$ cat config.mk
export PLATFORM = sky130hd
export DESIGN_NAME = lfsr_word_serializer_flat
export DESIGN_NICKNAME = d
export VERILOG_FILES = /design/src/rtl/lfsr_word_serializer_if.sv /design/src/rtl/lfsr_word_serializer.sv /design/src/flat_wrapper.sv
export SDC_FILE = /design/constraint.sdc
export NUM_CORES = 1
export LEC_CHECK = 0
export BUFFER_PORTS_ARGS = -buffer_cell sky130_fd_sc_hd__buf_2
export CAP_MARGIN = 20
export CORE_MARGIN = 3
export CORE_UTILIZATION = 30
export DETAILED_ROUTE_END_ITERATION = 16
export SYNTH_ARGS = -nofsm -noshare
export SYNTH_HDL_FRONTEND = slang
export SYNTH_SLANG_ARGS = --single-unit
$ cat constraint.sdc
create_clock -name i_clk -period 2.7 [get_ports i_clk]
set_input_delay 0.27 -clock i_clk [delete_from_list [all_inputs] [get_ports i_clk]]
set_output_delay 0.27 -clock i_clk [all_outputs]
set_load 0.01 [all_outputs]
$ cat src/rtl/lfsr_word_serializer_if.sv
// Block/stream bundle between an LFSR source, the serializer and a word sink.
//   blk      parallel LFSR block (M words of N bits)
//   blk_req  block request; doubles as the LFSR advance enable
//   word     current output word
//   valid    word is valid
//   ready    sink accepts word this cycle
//   last     word is the final word of its block
// master: serializer side; slave: source/sink side.
interface lfsr_word_serializer_if #(
   parameter int N = 8,
   parameter int M = 4
);
   logic [M*N-1:0] blk;
   logic           blk_req;
   logic [N-1:0]   word;
   logic           valid;
   logic           ready;
   logic           last;

   modport master (input blk, ready, output blk_req, word, valid, last);
   modport slave  (output blk, ready, input blk_req, word, valid, last);
endinterface

$ cat src/rtl/lfsr_word_serializer.sv
// Captures one M*N-bit LFSR block per request and streams it out one N-bit
// word per cycle, with a one-block prefetch buffer for bubble-free output.
//   i_clk       clock, rising edge
//   i_rst       asynchronous active-high reset
//   i_flush     synchronous flush of all buffered data
//   bus         block input / request and word stream (master modport)
//   o_word_cnt  running count of accepted words, wraps
module lfsr_word_serializer #(
   parameter int LFSR_N    = 8,
   parameter int LFSR_M    = 4,
   parameter int MSW_FIRST = 0,
   parameter int CNT_W     = 16
) (
   input  logic                         i_clk,
   input  logic                         i_rst,
   input  logic                         i_flush,
   lfsr_word_serializer_if.master       bus,
   output logic [CNT_W-1:0]             o_word_cnt
);
   localparam int IW = (LFSR_M > 1) ? $clog2(LFSR_M) : 1;
   localparam logic [IW-1:0] IDX_LAST = IW'(LFSR_M - 1);

   logic [LFSR_M*LFSR_N-1:0] sreg;
   logic [LFSR_M*LFSR_N-1:0] pre;
   logic                     s_full;
   logic                     pre_full;
   logic [IW-1:0]            idx;
   logic [IW-1:0]            sel;
   logic                     xfer;
   logic                     at_last;
   logic                     pop_last;
   logic                     sreg_free;

   assign bus.blk_req = ~pre_full & ~i_flush & ~i_rst;
   assign bus.valid   = s_full & ~i_flush;
   assign at_last     = (idx == IDX_LAST);
   assign bus.last    = bus.valid & at_last;
   assign xfer        = bus.valid & bus.ready;
   assign pop_last    = xfer & at_last;
   // sreg can take a new block on the same edge its last word leaves
   assign sreg_free   = ~s_full | pop_last;

   assign sel      = (MSW_FIRST != 0) ? (IDX_LAST - idx) : idx;
   assign bus.word = sreg[32'(sel)*LFSR_N +: LFSR_N];

   always_ff @(posedge i_clk or posedge i_rst) begin
      if (i_rst) begin
         sreg       <= '0;
         pre        <= '0;
         s_full     <= 1'b0;
         pre_full   <= 1'b0;
         idx        <= '0;
         o_word_cnt <= '0;
      end else if (i_flush) begin
         s_full   <= 1'b0;
         pre_full <= 1'b0;
         idx      <= '0;
      end else begin
         if (sreg_free && pre_full) begin
            sreg     <= pre;
            idx      <= '0;
            s_full   <= 1'b1;
            pre_full <= 1'b0;
         end else if (sreg_free && bus.blk_req) begin
            // direct load: the buffer is empty, skip it
            sreg   <= bus.blk;
            idx    <= '0;
            s_full <= 1'b1;
         end else if (bus.blk_req) begin
            pre      <= bus.blk;
            pre_full <= 1'b1;
         end else if (sreg_free) begin
            s_full <= 1'b0;
         end

         if (xfer && !pop_last)
            idx <= idx + IW'(1);
         if (xfer)
            o_word_cnt <= o_word_cnt + CNT_W'(1);
      end
   end
endmodule

$ cat src/flat_wrapper.sv
// flat-port wrapper written by rule: the top's interface ports become plain ports
module lfsr_word_serializer_flat 
#(
   parameter int LFSR_N    = 8,
   parameter int LFSR_M    = 4,
   parameter int MSW_FIRST = 0,
   parameter int CNT_W     = 16
)
  (i_clk, i_rst, i_flush, o_word_cnt, bus_blk, bus_ready, bus_blk_req, bus_word, bus_valid, bus_last);
  lfsr_word_serializer_if #(.N(8), .M(4)) bus_i ();
  input  logic i_clk;
  input  logic i_rst;
  input  logic i_flush;
  output logic [CNT_W-1:0] o_word_cnt;
  input wire logic [$bits(bus_i.blk)-1:0] bus_blk;
  input wire logic [$bits(bus_i.ready)-1:0] bus_ready;
  output wire logic [$bits(bus_i.blk_req)-1:0] bus_blk_req;
  output wire logic [$bits(bus_i.word)-1:0] bus_word;
  output wire logic [$bits(bus_i.valid)-1:0] bus_valid;
  output wire logic [$bits(bus_i.last)-1:0] bus_last;
  assign bus_i.blk = bus_blk;
  assign bus_i.ready = bus_ready;
  assign bus_blk_req = bus_i.blk_req;
  assign bus_word = bus_i.word;
  assign bus_valid = bus_i.valid;
  assign bus_last = bus_i.last;
  lfsr_word_serializer #(.LFSR_N(LFSR_N), .LFSR_M(LFSR_M), .MSW_FIRST(MSW_FIRST), .CNT_W(CNT_W)) u_core (.i_clk(i_clk), .i_rst(i_rst), .i_flush(i_flush), .bus(bus_i), .o_word_cnt(o_word_cnt));
endmodule
# --- After elaboration in Yosys (flattened, before gate mapping) ---
# Index checks and enable logic that the tools add are counted.
word_totals:
  inputBits: 36
  wordCells: 53
  out_inout_bits: 27
  reg_bits: 84
op_classes:
  bitwise: 13
  n_mux: 15
  n_reduce_logical: 13
  shifts: 1
  addsub: 2
  n_eq_ne: 3
op_table:
  columns: ["operator", "count"]
  rows:
  - ["$mux W32", 2]
  - ["$shiftx A32 B6 Y8", 1]
  - ["$add A16 B1 Y16 const B", 1]
  - ["$mux W1", 9]
  - ["$mux W2", 4]
  - ["$reduce_and A2 Y1", 4]
  - ["$reduce_bool A4 Y1", 2]
  - ["$and A1 B1 Y1", 6]
  - ["$not A1 Y1", 6]
  - ["$ne A4 B4 Y1 const B", 1]
  - ["$reduce_and A4 Y1", 1]
  - ["$logic_and A1 B1 Y1", 3]
  - ["$ne A3 B2 Y1 const B", 1]
  - ["$reduce_bool A3 Y1", 1]
  - ["$add A2 B1 Y2 const B", 1]
  - ["$eq A2 B2 Y1 const B", 1]
  - ["$reduce_bool A2 Y1", 1]
  - ["$logic_not A1 Y1", 1]
  - ["$or A1 B1 Y1", 1]

# --- Longest topological paths before layout ---
# Gate-level depths: netlist of run 1.
logic_depth:
  word_depth: 10
  mapped_depth: 7
  ltp_nobuf: 5

# --- Worst setup path after synthesis of run 1 ---
# OpenSTA, ideal clock, no wires.
synth_timing:
  path_kind: "register to register"
  start: "register u_core.idx[0]"
  end: "register u_core.pre[0]"
  stages_incl_launch_ff: 8
  setup_ns: 0.125
  t_arrival_ns: 1.630
  period_less_slack_ns: 1.755
  path_slack_ns: 0.945
  path_buffers: 2
  cell_sequence: "dfrtp_1 > ha_1 > nand2_1 > nand2_1 > or3_1 > buf_2 > buf_6 > mux2_4"
synth_via:
  elab_chain_cells: 6
  elab_cells_between_ends: 8
  cone_classes: "eq/ne: 1; bitwise: 4; reduce/logical: 3"
synth_rtl:
  columns: ["element", "line_no", "source"]
  rows:
  - ["from (decl)", "lfsr_word_serializer.sv:27", "logic [IW-1:0] idx;"]
  - ["from (signal assigned)", "lfsr_word_serializer.sv:77", "idx <= idx + IW'(1);"]
  - ["$eq A2 B2 Y1 (*)", "lfsr_word_serializer.sv:36", "assign at_last = (idx == IDX_LAST);"]
  - ["$and A1 B1 Y1 (*)", "lfsr_word_serializer.sv:39", "assign pop_last = xfer & at_last;"]
  - ["$or A1 B1 Y1 (*)", "lfsr_word_serializer.sv:41", "assign sreg_free = ~s_full | pop_last;"]
  - ["$logic_and A1 B1 Y1 (on tied branches)", "lfsr_word_serializer.sv:59, lfsr_word_serializer.sv:64", null]
  - ["$not A1 Y1 (no source line)", null, null]
  - ["$reduce_and A4 Y1 (no source line) (*)", null, null]
  - ["to (signal assigned)", "lfsr_word_serializer.sv:70", "pre <= bus.blk;"]
  - ["to (decl)", "lfsr_word_serializer.sv:24", "logic [LFSR_M*LFSR_N-1:0] pre;"]
# Every way passes the cells marked *; elsewhere a longest branch is shown, timed or not.
# A chain may end at the register's enable or synchronous reset.

# --- Final worst setup path of run 1 ---
layout_timing:
  start: "register u_core.idx[1]"
  end: "register u_core.pre[22]"
# The elaborated chain is that of the path after synthesis.

==> results_tabular.tex, run 1 <==
\begin{tabular}{lr}
\hline
Metric & Value \\
\hline
\multicolumn{2}{l}{\textbf{Power and ir drop}} \\
Power per unit of standard cell area & 766 nW/um\^{}2 \\
Largest voltage drop on the vdd net & 0.322 mV \\
Leakage power of the design & 2.14 nW \\
\multicolumn{2}{l}{\textbf{Run}} \\
Maximum Capacitance Violations & 0 \\
\multicolumn{2}{l}{\textbf{Logic synthesis}} \\
Most numerous cell types in the synthesized netlist & 84 x sky130\_fd\_sc\_hd\_\_dfrtp\_1, 38 x sky130\_fd\_sc\_hd\_\_nor2\_1, 34 x sky130\_fd\_sc\_hd\_\_a21oi\_1 \\
Sequential element share of the synthesized area & 54.5\% \\
Synth warnings & 0 \\
Share of synthesized registers carrying an async set or reset & 100\% \\
Number of different library cells in the post-synthesis netlist & 29 \\
Share of the synthesized area in the top cell type & 54.5\% \\
Mapped Avg Cell Area & between 10 and 15 um\^{}2 \\
Number of standard cells after synthesis & between 200 and 300 \\
Most common cell in the netlist & sky130\_fd\_sc\_hd\_\_dfrtp\_1 \\
Top flip-flop cell by instance count after synthesis & sky130\_fd\_sc\_hd\_\_dfrtp\_1 \\
Synthesis-stage register bit count & 84 \\
Netlist area before placement & 3860 um\^{}2 \\
Cell accounting for the most synthesized area & sky130\_fd\_sc\_hd\_\_dfrtp\_1 \\
Cell types occupying the most area after synthesis & sky130\_fd\_sc\_hd\_\_dfrtp\_1 55\%, sky130\_fd\_sc\_hd\_\_mux2\_4 12\%, sky130\_fd\_sc\_hd\_\_mux2i\_1 8.3\%, sky130\_fd\_sc\_hd\_\_mux4\_2 4.7\%, sky130\_fd\_sc\_hd\_\_a21oi\_1 4.4\% \\
Net count after synthesis & 337 \\
Number of enable-type register cells in the synthesized netlist & 0 \\
\multicolumn{2}{l}{\textbf{Critical path}} \\
Start-to-end type of the worst setup path & reg -> reg \\
Origin of the worst setup path & u\_core.idx[1] \\
Critical Path Fanout Max & 32 \\
Required arrival time at the worst endpoint & 2.91 ns \\
Setup crit end kind & register \\
Number of cells on the worst reg-to-reg path & 6 \\
Endpoint of the lowest-slack register-to-register path & u\_core.pre[22] \\
Reg2Reg Setup Slack & approximately 0.42 ns \\
Critical R2R Launch & u\_core.idx[1] \\
Crit path capture & u\_core.pre[22] \\
Startpoint type of the worst setup path & register \\
Critical path data arrival time & 2.50 ns \\
\multicolumn{2}{l}{\textbf{Route}} \\
Detailed router's first-iteration violation count & around 110 \\
Detailed-routing iteration count for the pre-antenna-repair pass & 4 \\
Drt via density & 4.59 \\
Routed via count & 2460 \\
Detailed route wirelength on metal2 & 3.73 mm \\
Routed length on met1 & between 3 and 4 mm \\
Post-route DRC violation count & 0 \\
Met3 wire length & $\sim$400 um \\
Final wirelength & 8.06 mm \\
Top routing layer in use & met4 \\
Wire per inst & 15.0 um \\
Antenna violation net count after detailed routing & 0 \\
\multicolumn{2}{l}{\textbf{Hold path}} \\
Worst hold-check path type & in -> async \\
\multicolumn{2}{l}{\textbf{Global routing}} \\
Global-route wire length before repair & approximately 13 mm \\
Maximum number of pins on one net before global-route repair & 65 \\
Vias in the first global route & 2556 \\
Total global routing overflow & 0 \\
Global router's overall resource usage & a little under an eighth \\
Number of antenna violations at the first check in global routing & 0 \\
\multicolumn{2}{l}{\textbf{Layout}} \\
Diodes inserted & 0 \\
Synthesis-to-layout area growth & 21.3\% \\
Storage element area & 2100 um\^{}2 \\
Filler instances & 1200 \\
Share of cells above drive strength 1 & between 30\% and 40\% \\
Fraction of the core area covered by cells at the end of the flow & 38.2\% \\
Combined area of the multi-input logic cells & 1670 um\^{}2 \\
NumNets Final & 401 \\
\multicolumn{2}{l}{\textbf{Timing}} \\
Accumulated negative setup slack & 0 ns \\
Count of final hold-check violations & 0 \\
Setup clock skew after layout & slightly above 0.005 ns \\
Unrepaired setup endpoints after global routing & no \\
Number of max-slew violations in the final report & 0 \\
Worst Hold Margin & between 0.05 and 0.06 ns \\
Slew at the pin closest to its max-slew limit & 0.670 ns \\
Final cycle utilization of the critical path & a little over four fifths \\
Final period demand of the worst path & 2.28 ns \\
Max Fclk & 0.438 GHz \\
Relative slew slack & 55.3\% \\
Final setup violation count & 0 \\
\multicolumn{2}{l}{\textbf{CTS}} \\
Post-CTS sizing & 0 \\
Num Clock Sinks & 84 \\
Longest Clk Path Bufs & 2 \\
Hold buffer count at CTS & 0 \\
Setup bufs post-CTS & 0 \\
H-tree levels & 3 \\
Worst-Skew Late Latency & 0.33 ns \\
Number of CTS-inserted buffers & 9 \\
CTS tree & done \\
Clk pin slew, worst setup/hold paths & 0.06 ns \\
CTS root buf & sky130\_fd\_sc\_hd\_\_clkbuf\_16 \\
\multicolumn{2}{l}{\textbf{Die}} \\
DIE AREA & approximately 14000 um\^{}2 \\
I/O pin count & 63 \\
Std-Cell Rows & 40 \\
CORE AREA & 12300 um\^{}2 \\
DIE WIDTH & 119 um \\
Overall die height & between 100 and 150 um \\
Starting density of the core & 31.4\% \\
\multicolumn{2}{l}{\textbf{Place}} \\
HPWL after detailed placement & 5.60 mm \\
Port bufs & 62 \\
Final weighted congestion in routability-driven placement & 0.737 \\
\multicolumn{2}{l}{\textbf{Outcome}} \\
Result of the run & finished clean \\
\hline
\end{tabular}
sequential cells by signal, indices dropped and copies added, names as in the netlist:
name               flops
u_core.idx             2
u_core.o_word_cnt     16
u_core.pre            32
u_core.pre_full        1
u_core.s_full          1
u_core.sreg           32
kinds of logic (layout without fill, tap and decap cells):
group / count (synthesis) / count (layout) / share of synthesized area (%)
AOI/OAI and AO/OA: 37 / 37 / 5.09
muxes: 74 / 74 / 25.8
adders and majority gates: 2 / 2 / 0.649
and+or+nand+nor: 69 / 69 / 8.11
buffers and inverters: 18 / 87 / 2.40
DFF: 84 / 84 / 54.5
xor gates and xnor gates: 15 / 15 / 3.41
cell usage in the layout (no fill, tap or decap), drive strengths merged:
cell type  instances
clkbuf            12
xor2               4
nand4              3
and2               1
nand3              6
and3               4
buf               69
mux2i             32
or3                1
inv                1
nor2b              1
a21oi             34
mux2              34
bufinv             2
a22o               1
ha                 2
nand2              9
nand4b             2
mux4               8
and2b              1
clkinv             3
nor2              38
o21ai              1
nor3               2
dfrtp             84
xnor2             11
a211oi             1
or2b               1
worst max-delay path, cell delays in order, from the launching register on:
cell and delay, ns:
sky130_fd_sc_hd__dfrtp_1 0.52, sky130_fd_sc_hd__ha_1 0.29, sky130_fd_sc_hd__nand2_1 0.14, sky130_fd_sc_hd__nand2_1 0.09, sky130_fd_sc_hd__or3_2 0.40, sky130_fd_sc_hd__buf_4 0.31
sky130_fd_sc_hd__mux2_4 0.37
how the worst min path moves through the flow:
stage | endpoint | slack, ns | cells after the start
floorplan | u_core.s_full | 0.33 | 1
global placement | u_core.pre[30] | 0.40 | 2
detailed placement | u_core.pre[30] | 0.42 | 2
CTS | u_core.pre[7] | 0.06 | 2
global route | u_core.pre[7] | 0.10 | 2
finish | u_core.pre[30] | 0.06 | 2
power by group:
part	internal [mW]	switching, mW	leakage (nW)
Combinational	0.362	0.261	0.986
Clock	0.811	0.479	0.151
Sequential	1.51	0.164	1.00
Total	2.68	0.904	2.14
metal layers:
layer  vias up  global-route usage (%)
met1      1211                    16.1
met5         -                       0
met3         9                    3.37
li1       1182                       -
met2        58                    18.1
met4         0                    3.87
through the flow:
step | cells | power, mW | worst slack (ns) | area [um^2]
floorplan | 299 | 2.10 | 0.265 | 3860
global placement | 520 | 2.29 | 0.467 | 4370
detailed placement | 520 | 2.31 | 0.412 | 4370
CTS | 536 | 3.62 | 0.411 | 4680
global route | 536 | 3.76 | 0.303 | 4680
finish | 536 | 3.58 | 0.416 | 4680
cell type report:
cell class                      count  share of cell area (%)
Inverter                            2                   0.187
Clock inverter                      4                    1.58
Multi-Input combinational cell    197                    35.7
Tap cell                          168                    4.49
Timing Repair Buffer               69                    8.02
Sequential cell                    84                    45.0
Clock buffer                       12                    5.05
No activity file was read; power rests on OpenSTA's default activity.
==> inputs of run 2 (changes only) <==
Clock period 2.7 ns to 2.05 ns, I/O delays scaled along.
==> run 2 against run 1 <==
Non-clock buffer count rose by 3. Global-route usage barely moved. Clock skew fell by 0.0015 ns. Worst hold slack improved by 0.063 ns. Fmax rose by 23%. Power rose by 28%. Critical path type unchanged. Critical endpoint is now u_core.pre[25]. Largest power group unchanged. Highest routed layer unchanged.
==> results_tabular.tex, run 2 (synthesis gave the netlist of run 1 again) <==
\begin{tabular}{lr}
\hline
Metric & Value \\
\hline
\multicolumn{2}{l}{\textbf{CTS}} \\
Clk pin slew, worst setup/hold paths & 0.06 ns \\
H-tree levels & 3 \\
Longest Clk Path Bufs & 2 \\
CTS tree & done \\
Number of CTS-inserted buffers & 9 \\
Hold buffer count at CTS & 1 \\
CTS root buf & sky130\_fd\_sc\_hd\_\_clkbuf\_16 \\
Num Clock Sinks & 84 \\
Setup bufs post-CTS & 0 \\
Worst-Skew Late Latency & 0.33 ns \\
Post-CTS sizing & 0 \\
\multicolumn{2}{l}{\textbf{Layout}} \\
Largest registers & u\_core.pre: 32 flops, u\_core.sreg: 32 flops, u\_core.o\_word\_cnt: 16 flops \\
Fraction of the core area covered by cells at the end of the flow & 38.4\% \\
Top library cells by usage in the layout, fill and taps aside & 83 x sky130\_fd\_sc\_hd\_\_dfrtp\_1, 62 x sky130\_fd\_sc\_hd\_\_buf\_2, 38 x sky130\_fd\_sc\_hd\_\_nor2\_1 \\
Filler instances & 1178 \\
Combined area of the multi-input logic cells & 1670 um\^{}2 \\
Commonest non-fill, non-tap cell in the layout & sky130\_fd\_sc\_hd\_\_dfrtp\_1 \\
Final Instance Area & 4710 um\^{}2 \\
Synthesis-to-layout area growth & 22.0\% \\
Share of cells above drive strength 1 & 35.7\% \\
Storage element area & 2100 um\^{}2 \\
NumNets Final & just over 400 \\
\multicolumn{2}{l}{\textbf{Timing}} \\
Accumulated negative setup slack & 0 ns \\
Unrepaired setup endpoints after global routing & no \\
Final period demand of the worst path & 1.86 ns \\
Final cycle utilization of the critical path & 90.5\% \\
Final setup violation count & 0 \\
Slew at the pin closest to its max-slew limit & 0.564 ns \\
Max Fclk & 0.539 GHz \\
Count of final hold-check violations & 0 \\
Number of max-slew violations in the final report & 0 \\
Relative slew slack & 62.4\% \\
Setup clock skew after layout & 0.00360 ns \\
\multicolumn{2}{l}{\textbf{Critical path}} \\
Required arrival time at the worst endpoint & between 2 and 2.5 ns \\
Critical R2R Launch & u\_core.idx[0] \\
Crit path capture & u\_core.pre[25] \\
Critical Path Fanout Max & 32 \\
Number of cells on the worst reg-to-reg path & 6 \\
Crit path max-delay cell type & sky130\_fd\_sc\_hd\_\_or3\_2 \\
Number of buffers and inverters on the critical path & 1 \\
Startpoint type of the worst setup path & register \\
Number of logic stages on the critical path including buffering & 6 \\
Setup crit end kind & register \\
Reg2Reg Setup Slack & 0.19 ns \\
Worst-path cell chain & ha\_1, nand2\_1, nand2\_1, or3\_2, buf\_12, mux2\_4 \\
Start-to-end type of the worst setup path & reg -> reg \\
Endpoint of the lowest-slack register-to-register path & u\_core.pre[25] \\
Critical path data arrival time & between 2 and 2.5 ns \\
CP delay by family, top & simple AND/OR/NAND/NOR gates \\
Origin of the worst setup path & u\_core.idx[0] \\
Most frequent CP cell & sky130\_fd\_sc\_hd\_\_nand2\_1 \\
Worst path max stage delay & 0.45 ns \\
\multicolumn{2}{l}{\textbf{Place}} \\
Final weighted congestion in routability-driven placement & 0.765 \\
Port bufs & 62 \\
Instance area at placement & 4410 um\^{}2 \\
HPWL after detailed placement & about 5.6 mm \\
\multicolumn{2}{l}{\textbf{Die}} \\
I/O pin count & 63 \\
CORE AREA & between 10000 and 15000 um\^{}2 \\
Overall die height & 119 um \\
DIE AREA & 14300 um\^{}2 \\
Std-Cell Rows & 40 \\
Starting density of the core & 31.4\% \\
DIE WIDTH & 119 um \\
\multicolumn{2}{l}{\textbf{Global routing}} \\
Global router's overall resource usage & 11.8\% \\
Vias in the first global route & between 2000 and 3000 \\
Total global routing overflow & 0 \\
Number of antenna violations at the first check in global routing & 0 \\
Global-route wire length before repair & 13.4 mm \\
Maximum number of pins on one net before global-route repair & 65 \\
\multicolumn{2}{l}{\textbf{Route}} \\
Antenna violation net count after detailed routing & 0 \\
Final wirelength & 8.05 mm \\
Drt via density & about 4.6 \\
Routed via count & around 2500 \\
Detailed-routing iteration count for the pre-antenna-repair pass & 4 \\
Detailed router's first-iteration violation count & 106 \\
Wire per inst & 14.9 um \\
Post-route DRC violation count & 0 \\
\multicolumn{2}{l}{\textbf{Outcome}} \\
Result of the run & finished clean \\
\multicolumn{2}{l}{\textbf{Power and ir drop}} \\
Largest voltage drop on the vdd net & 0.363 mV \\
Leakage power of the design & 2.15 nW \\
Total power & 4.57 mW \\
Power per unit of standard cell area & 972 nW/um\^{}2 \\
\multicolumn{2}{l}{\textbf{Hold path}} \\
Worst hold-check path type & in -> reg \\
\multicolumn{2}{l}{\textbf{Run}} \\
Maximum Capacitance Violations & 0 \\
\hline
\end{tabular}
## run 2: cell types whose count changed in the layout (fill, tap and decap cells not counted)
cell / before / now
sky130_fd_sc_hd__buf_12: 1 / 3
sky130_fd_sc_hd__clkbuf_1: 3 / 1
sky130_fd_sc_hd__bufinv_16: 2 / 1
sky130_fd_sc_hd__clkinv_2: 2 / 3
sky130_fd_sc_hd__clkinvlp_4: 0 / 1
sky130_fd_sc_hd__diode_2: 0 / 1
sky130_fd_sc_hd__dlygate4sd3_1: 0 / 1
## run 2: through the flow
stage                     setup WS [ns]  std cells  hold slack, ns
final                             0.194        539           0.118
after global routing             0.0975        538           0.116
after CTS                         0.182        538           0.105
after detailed placement          0.188        522           0.140
after global placement            0.212        522           0.139
after floorplan                   0.295        299           0.268
## run 2: routing by layer
layer	global-route usage, %	vias to the layer above	part of all wire, %
met2	17.3	46	46
met5	0	-	0
li1	-	1186	-
met1	16.8	1213	49
met4	4.51	0	1.4
met3	3.04	10	3.8
## run 2: cell type report
| cell class | instances | area share [%] |
|---|---|---|
| antenna | 1 | 0.0532 |
| timing repair buffer | 72 | 9.04 |
| multi-input combinational | 197 | 35.5 |
| sequential | 84 | 44.7 |
| tap | 168 | 4.47 |
| clock inverter | 5 | 1.14 |
| clock buffer | 10 | 4.87 |
| inverter | 2 | 0.239 |
## run 2: worst min path at each step
stage                            from             end  cells after the start
after detailed placement        i_rst   u_core.idx[1]                      2
final                     bus_blk[11]  u_core.pre[11]                      2
after CTS                 bus_blk[30]  u_core.pre[30]                      2
after global placement          i_rst   u_core.idx[1]                      2
after global routing      bus_blk[11]  u_core.pre[11]                      2
after floorplan               i_flush   u_core.s_full                      1
## run 2: where the power goes
part           total (mW)  internal, mW  switching [mW]
sequential           2.20          1.98           0.213
combinational       0.829         0.484           0.345
clock                1.55         0.932           0.616
